==> config.mk <==
export PLATFORM = sky130hd
export DESIGN_NAME = period_capture
export DESIGN_NICKNAME = d
export VERILOG_FILES = /design/src/rtl/period_capture.sv
export SDC_FILE = /design/constraint.sdc
export NUM_CORES = 1
export LEC_CHECK = 0
export CORE_UTILIZATION = 50
export DETAILED_ROUTE_END_ITERATION = 8
export HOLD_SLACK_MARGIN = 0.1
export PLACE_DENSITY = 0.73
export SLEW_MARGIN = 5
export SYNTH_ARGS = -nofsm -noshare
export SYNTH_HDL_FRONTEND = slang
export SYNTH_SLANG_ARGS = --single-unit
==> constraint.sdc <==
create_clock -name clk -period 2.25 [get_ports clk]
set_input_delay 0.5625 -clock clk [delete_from_list [all_inputs] [get_ports clk]]
set_output_delay 0.5625 -clock clk [all_outputs]
set_load 0.01 [all_outputs]
==> src/rtl/period_capture.sv <==
// Input-capture block: measures clk cycles between successive rising
// edges of pulse_in and reports them as an N-bit period with a one-cycle strobe.
//
// Ports:
//   clk          system clock, rising edge
//   reset        synchronous, active-high
//   enable       measurement enable; low forces IDLE
//   pulse_in     pulse to measure (already synchronous to clk)
//   period       last measured edge-to-edge interval, in clk cycles
//   period_valid one-cycle strobe; period/overflow updated this cycle
//   overflow     reported period saturated at 2^N-1
module period_capture #(
  parameter int N = 16
) (
  input  logic         clk,
  input  logic         reset,
  input  logic         enable,
  input  logic         pulse_in,
  output logic [N-1:0] period,
  output logic         period_valid,
  output logic         overflow
);

  typedef enum logic [1:0] {
    IDLE,
    ARMED,
    MEASURE
  } state_t;

  localparam logic [N-1:0] CNT_MAX = '1;
  localparam logic [N-1:0] CNT_ONE = {{(N-1){1'b0}}, 1'b1};

  state_t       state;
  state_t       state_n;
  logic [N-1:0] cnt;
  logic [N-1:0] cnt_n;
  logic         sat;
  logic         sat_n;
  logic         pulse_d;
  logic         edge_det;
  logic         upd;

  assign edge_det = pulse_in & ~pulse_d;

  always_comb begin
    state_n = state;
    cnt_n   = cnt;
    sat_n   = sat;
    upd     = 1'b0;
    if (!enable) begin
      // Disable discards any in-flight measurement, even on an edge.
      state_n = IDLE;
      cnt_n   = '0;
      sat_n   = 1'b0;
    end else begin
      unique case (state)
        IDLE: begin
          state_n = ARMED;
          cnt_n   = '0;
          sat_n   = 1'b0;
        end
        ARMED: begin
          if (edge_det) begin
            state_n = MEASURE;
            cnt_n   = CNT_ONE;
            sat_n   = 1'b0;
          end
        end
        MEASURE: begin
          if (edge_det) begin
            // Report and restart on the same edge: no dead cycle.
            upd   = 1'b1;
            cnt_n = CNT_ONE;
            sat_n = 1'b0;
          end else if (cnt != CNT_MAX) begin
            cnt_n = cnt + CNT_ONE;
          end else begin
            sat_n = 1'b1;
          end
        end
        default: begin
          state_n = IDLE;
          cnt_n   = '0;
          sat_n   = 1'b0;
        end
      endcase
    end
  end

  always_ff @(posedge clk) begin
    if (reset) begin
      state        <= IDLE;
      cnt          <= '0;
      sat          <= 1'b0;
      pulse_d      <= 1'b0;
      period       <= '0;
      period_valid <= 1'b0;
      overflow     <= 1'b0;
    end else begin
      state        <= state_n;
      cnt          <= cnt_n;
      sat          <= sat_n;
      pulse_d      <= pulse_in;
      period_valid <= upd;
      if (upd) begin
        period   <= cnt;
        overflow <= sat;
      end
    end
  end

endmodule

-- Yosys cells after proc, flatten, opt, wreduce, memory -nomap -nowiden
Index checks and enable logic that the tools add are counted.
- $add $sub $neg: 1
- equality and inequality tests: 6
- mux-type cells: 13
- bitwise gates (word level): 4
- reductions and logical operators: 5
- operators with widths (operator ; count):
    2-to-1 mux 16 bit ; 3
    one-hot mux 16 bit (2 select lines) ; 1
    adder 16 x 1 -> 16 bit, second input constant ; 1
    != test 16 bit, second input constant ; 1
    2-to-1 mux 1 bit ; 6
    != test 3 bit, second input constant ; 2
    one-hot mux 2 bit (3 select lines) ; 1
    AND reduction 2 bit ; 3
    NOT 1 bit ; 3
    equality test 2 x 1 -> 1 bit, second input constant ; 1
    equality test 2 bit, second input constant ; 1
    logical NOT 2 bit ; 1
    2-to-1 mux 2 bit ; 1
    != test 2 bit, second input constant ; 1
    one-hot mux 1 bit (2 select lines) ; 1
    OR reduction 2 bit ; 1
    bitwise AND 1 bit ; 1
- bits in registers: 38
- bits of input ports: 4
- output and inout port bits: 18
- word-level logic and storage cells: 36

-- Longest topological paths before layout
- depth after elaboration: 5
- gate-level depth with buffers: 8
- depth with buffers taken out: 6

-- Worst setup path before layout
OpenSTA, ideal clock, no wires.
- kind: flip-flop to flip-flop
- from: reg cnt[0]
- to: reg cnt[13]
- library setup time: 0.124 ns
- data arrival time: 1.695 ns
- data required time: 2.126 ns
- path slack: 0.431 ns
- stages on the path, launching flop included: 8
- path buffers: 1
- clock period less this slack: 1.819 ns
- path through: dfxtp_1 ha_1 nand3_2 or4_4 o21ai_2 or2_2 buf_4 o21ai_0
- longest elaborated chain between the ends: 4
- elaborated cells on any way between the ends: 7
- those cells by class: add/sub (1); eq/ne (2); mux (3); reduce/logical (1)
- ends and longest elaborated chain (element ; RTL line ; source):
    from (decl) ; 35 ; logic [N-1:0] cnt;
    from (signal assigned) ; 101 ; cnt <= cnt_n;
    adder 16 x 1 -> 16 bit ; 76 ; cnt_n = cnt + CNT_ONE;
    2-to-1 mux 16 bit ; 75 ; end else if (cnt != CNT_MAX) begin
    2-to-1 mux 16 bit ; 70 ; if (edge_det) begin
    one-hot mux 16 bit (2 select lines) ; 56 ; unique case (state)
Parallel ways exist; a longest one is shown, timed or not. The select of a mux whose other input is x is not followed.
A chain may end at the register's enable or synchronous reset.

-- Final worst setup path
- from: reg cnt[1]
- to: reg cnt[3]
The elaborated chain is that of the path after synthesis.

==> flow_summary.json <==
{
  "syn-cell-area_sq_um": 1790,
  "crit_cells": 7,
  "synth_cell_types": 38,
  "outcome": "finished, final reports clean",
  "wl_per_cell_um": 13.1,
  "die_w_um": 61.8,
  "drc": 0,
  "first_pass_iters": 4,
  "synth_ff_type": "dfxtp_1",
  "regArea_sq_um": 761,
  "period_needed_ps": 2080,
  "seq_area_frac_synth_pct": 42.5,
  "p_sw_share_pct": 23.4,
  "maxSlewHeadroom_pct": 56.6,
  "fillers": 290,
  "fmax_ghz": 0.480,
  "cts-resized-gates": 0,
  "cp.required_ps": 2540,
  "setup_tns_ps": 0,
  "root_buffer": "clkbuf_4",
  "portBuffers": 21,
  "die_area_sq_um": 3820,
  "insertion_delay_ps": 350,
  "r2r_start": "cnt[1]",
  "synth_simple_gate_area_share_pct": 29.4,
  "synth_xor_area_share_pct": 0,
  "fp.dieH_um": 61.8,
  "worst_ir_drop_vdd_v": 0.000379,
  "ctsHoldBuffers": 0,
  "synth-compound-area-share_pct": 20.6,
  "met2_usage_pct": 36.4,
  "dr.first_iter.drc_count": 83,
  "p_seq_share_pct": 60.8,
  "multiInputGateArea_sq_um": 943,
  "cap_violations": 0,
  "start_util_pct": 52.8,
  "postRouteAntennaNets": 0,
  "grt_max_degree": 19,
  "diodes": 0,
  "path_buf_inv": 1,
  "crit_type": "reg -> reg",
  "grt_use_total_pct": 23.3,
  "crit_arrival_ps": 2370,
  "yosysTopAreaCell": "dfxtp_1",
  "synth_edf_count": 0,
  "path_cells": "ha_1 -> nand3_2 -> or4_4 -> o21ai_2 -> buf_4 -> o21ai_1 -> a21oi_2",
  "post-route-period-util_pct": 92.5,
  "rows": 21,
  "whs_ps": 458,
  "p_leak_nw": 0.727,
  "cp-end-kind": "flip-flop",
  "synthAdderAreaFrac_pct": 2.80,
  "vias": 1654,
  "switching_power_w": 0.000261,
  "drive_gt1_share_pct": 14.7,
  "nets": 259,
  "pwr_density_cell_nw_per_um2": 515,
  "gpl.final_weighted_congestion": 0.866,
  "yosysMostFrequentCell": "nand2_1",
  "ios": 22,
  "start_kind": "flip-flop",
  "grt_use_met1_pct": 30.8,
  "met3_usage_pct": 5.59,
  "cp_slowest_cell": "or4_4",
  "setup-violations-final": 0,
  "r2r_slack_ps": 170,
  "synthMuxAreaShare_pct": 0,
  "endpoint": "cnt[3]",
  "core_area_sq_um": 3390,
  "cts_buffers": 5,
  "synthCells": 220,
  "synth_nets": 228,
  "area_growth_pct": 21.0,
  "dp.final_hpwl_um": 2830,
  "hold_path_class": "reg -> reg",
  "cp_slowest_stage_delay_ps": 580,
  "skew_ps": 6.23,
  "grt_pass1_wl_um": 6420,
  "startpoint": "cnt[1]",
  "hold_violations": 0,
  "ys_ff_latch": 38,
  "top_usage_layer": "met2",
  "htreeDepth": 2,
  "power_frac_clock_pct": 33.3,
  "r2r-end": "cnt[3]",
  "maxSlewViolCount": 0,
  "yosysTopAreaCellShare_pct": 42.5,
  "cts_tree": "done",
  "synthArstFlopShare_pct": 0,
  "grt_pass1_vias": 1392,
  "cts_sinks": 38,
  "drt_wl_total_um": 3890,
  "grt_setup_unrepaired": "false",
  "via_per_inst": 5.55,
  "p_int_w": 0.000853,
  "yosysWarnings": 0,
  "tightest_slew_ps": 645,
  "cp_max_fo": 9,
  "rr_worst_depth": 7,
  "yosys-top-cells-area": "dfxtp_1 43%, nand2_1 8.6%, a21oi_1 6.4%",
  "cts_buffer_depth": 2,
  "post_cts_buffers": 0,
  "path_delay_family": "simple AND/OR/NAND/NOR gates",
  "overflow": 0,
  "pwr-share-comb_pct": 5.9,
  "synth_top_family_by_area": "simple AND/OR/NAND/NOR gates",
  "clk_pin_slew_ps": 110,
  "antenna_found_initial": 0,
  "synth_common_cells": "41 x nand2_1, 38 x dfxtp_1, 23 x a21oi_1",
  "avgSynthCellArea_sq_um": 8.13
}
-- area by class of cell --
cell class | count | share of cell area, %
tap | 46 | 2.66
clock buffer | 7 | 2.54
multi-input combinational | 167 | 43.6
timing repair buffer | 35 | 15.1
clock inverter | 1 | 0.231
inverter | 4 | 0.694
sequential | 38 | 35.1
-- state kept, by name, indices dropped and copies added (netlist names) --
register	cells
cnt	16
overflow	1
period	16
period_valid	1
pulse_d	1
sat	1
state	2
-- worst min-delay path: stages (launching register included) --
cell	delay, ps
dfxtp_1	320
nand2_1	50
a21oi_1	50
-- power by group through the flow --
stage	Combinational (W)	Clock [W]	Sequential (W)
final	0.0000657	0.000371	0.000677
after global routing	0.0000723	0.000405	0.000678
after CTS	0.0000657	0.000377	0.000677
after detailed placement	0.0000653	0	0.000693
after global placement	0.0000654	0	0.000693
after floorplan	0.0000445	0	0.000693
-- worst min path at each step --
| stage | cells past startpoint | from | slack [ps] | to |
|---|---|---|---|---|
| after floorplan | 2 | sat | 430 | overflow |
| after global placement | 2 | period[10] | 440 | period[10] |
| after detailed placement | 2 | period[6] | 450 | period[6] |
| after CTS | 2 | period[6] | 460 | period[6] |
| after global routing | 2 | period[11] | 480 | period[11] |
| final | 2 | period[11] | 460 | period[11] |
-- stage by stage --
step / area [sq um] / setup WS, ps / utilization (%) / power (W) / instances
floorplan: 1790 / 431 / - / 0.000737 / 220
global placement: 2100 / 11.9 / 62.1 / 0.000758 / 290
detailed placement: 2100 / -5.75 / 62.1 / 0.000758 / 290
CTS: 2160 / 181 / 63.9 / 0.00112 / 298
global route: 2160 / 64.5 / 63.9 / 0.00116 / 298
finish: 2160 / 168 / 63.9 / 0.00111 / 298
-- cell usage in the layout (no fill, tap or decap), types with 4 or more instances in the layout --
cell	synthesis	routed
nand2_1	41	41
dfxtp_1	38	38
a21oi_1	23	23
clkdlybuf4s50_1	0	21
nor2_1	15	15
nand3_1	13	13
o21ai_0	13	13
buf_4	1	13
o31ai_1	7	7
nor2b_1	5	5
and3_1	5	5
clkbuf_4	0	5
inv_1	4	4
nand4_1	4	4
o21ai_1	4	4
ha_1	4	4
-- metal layers --
metal / vias up / wire [um]
li1: 842 / -
met1: 773 / 1880
met2: 34 / 1820
met3: 5 / 140
met4: 0 / 55
met5: - / 0
-- cell families (layout without fill, tap and decap cells) --
family | count (synthesis) | count (layout)
and+or+nand+nor | 103 | 103
AOI/OAI and AO/OA | 60 | 60
DFF | 38 | 38
buffers and inverters | 15 | 47
adders and majority gates | 4 | 4
Note: power is estimated with default switching activity, not from simulation.
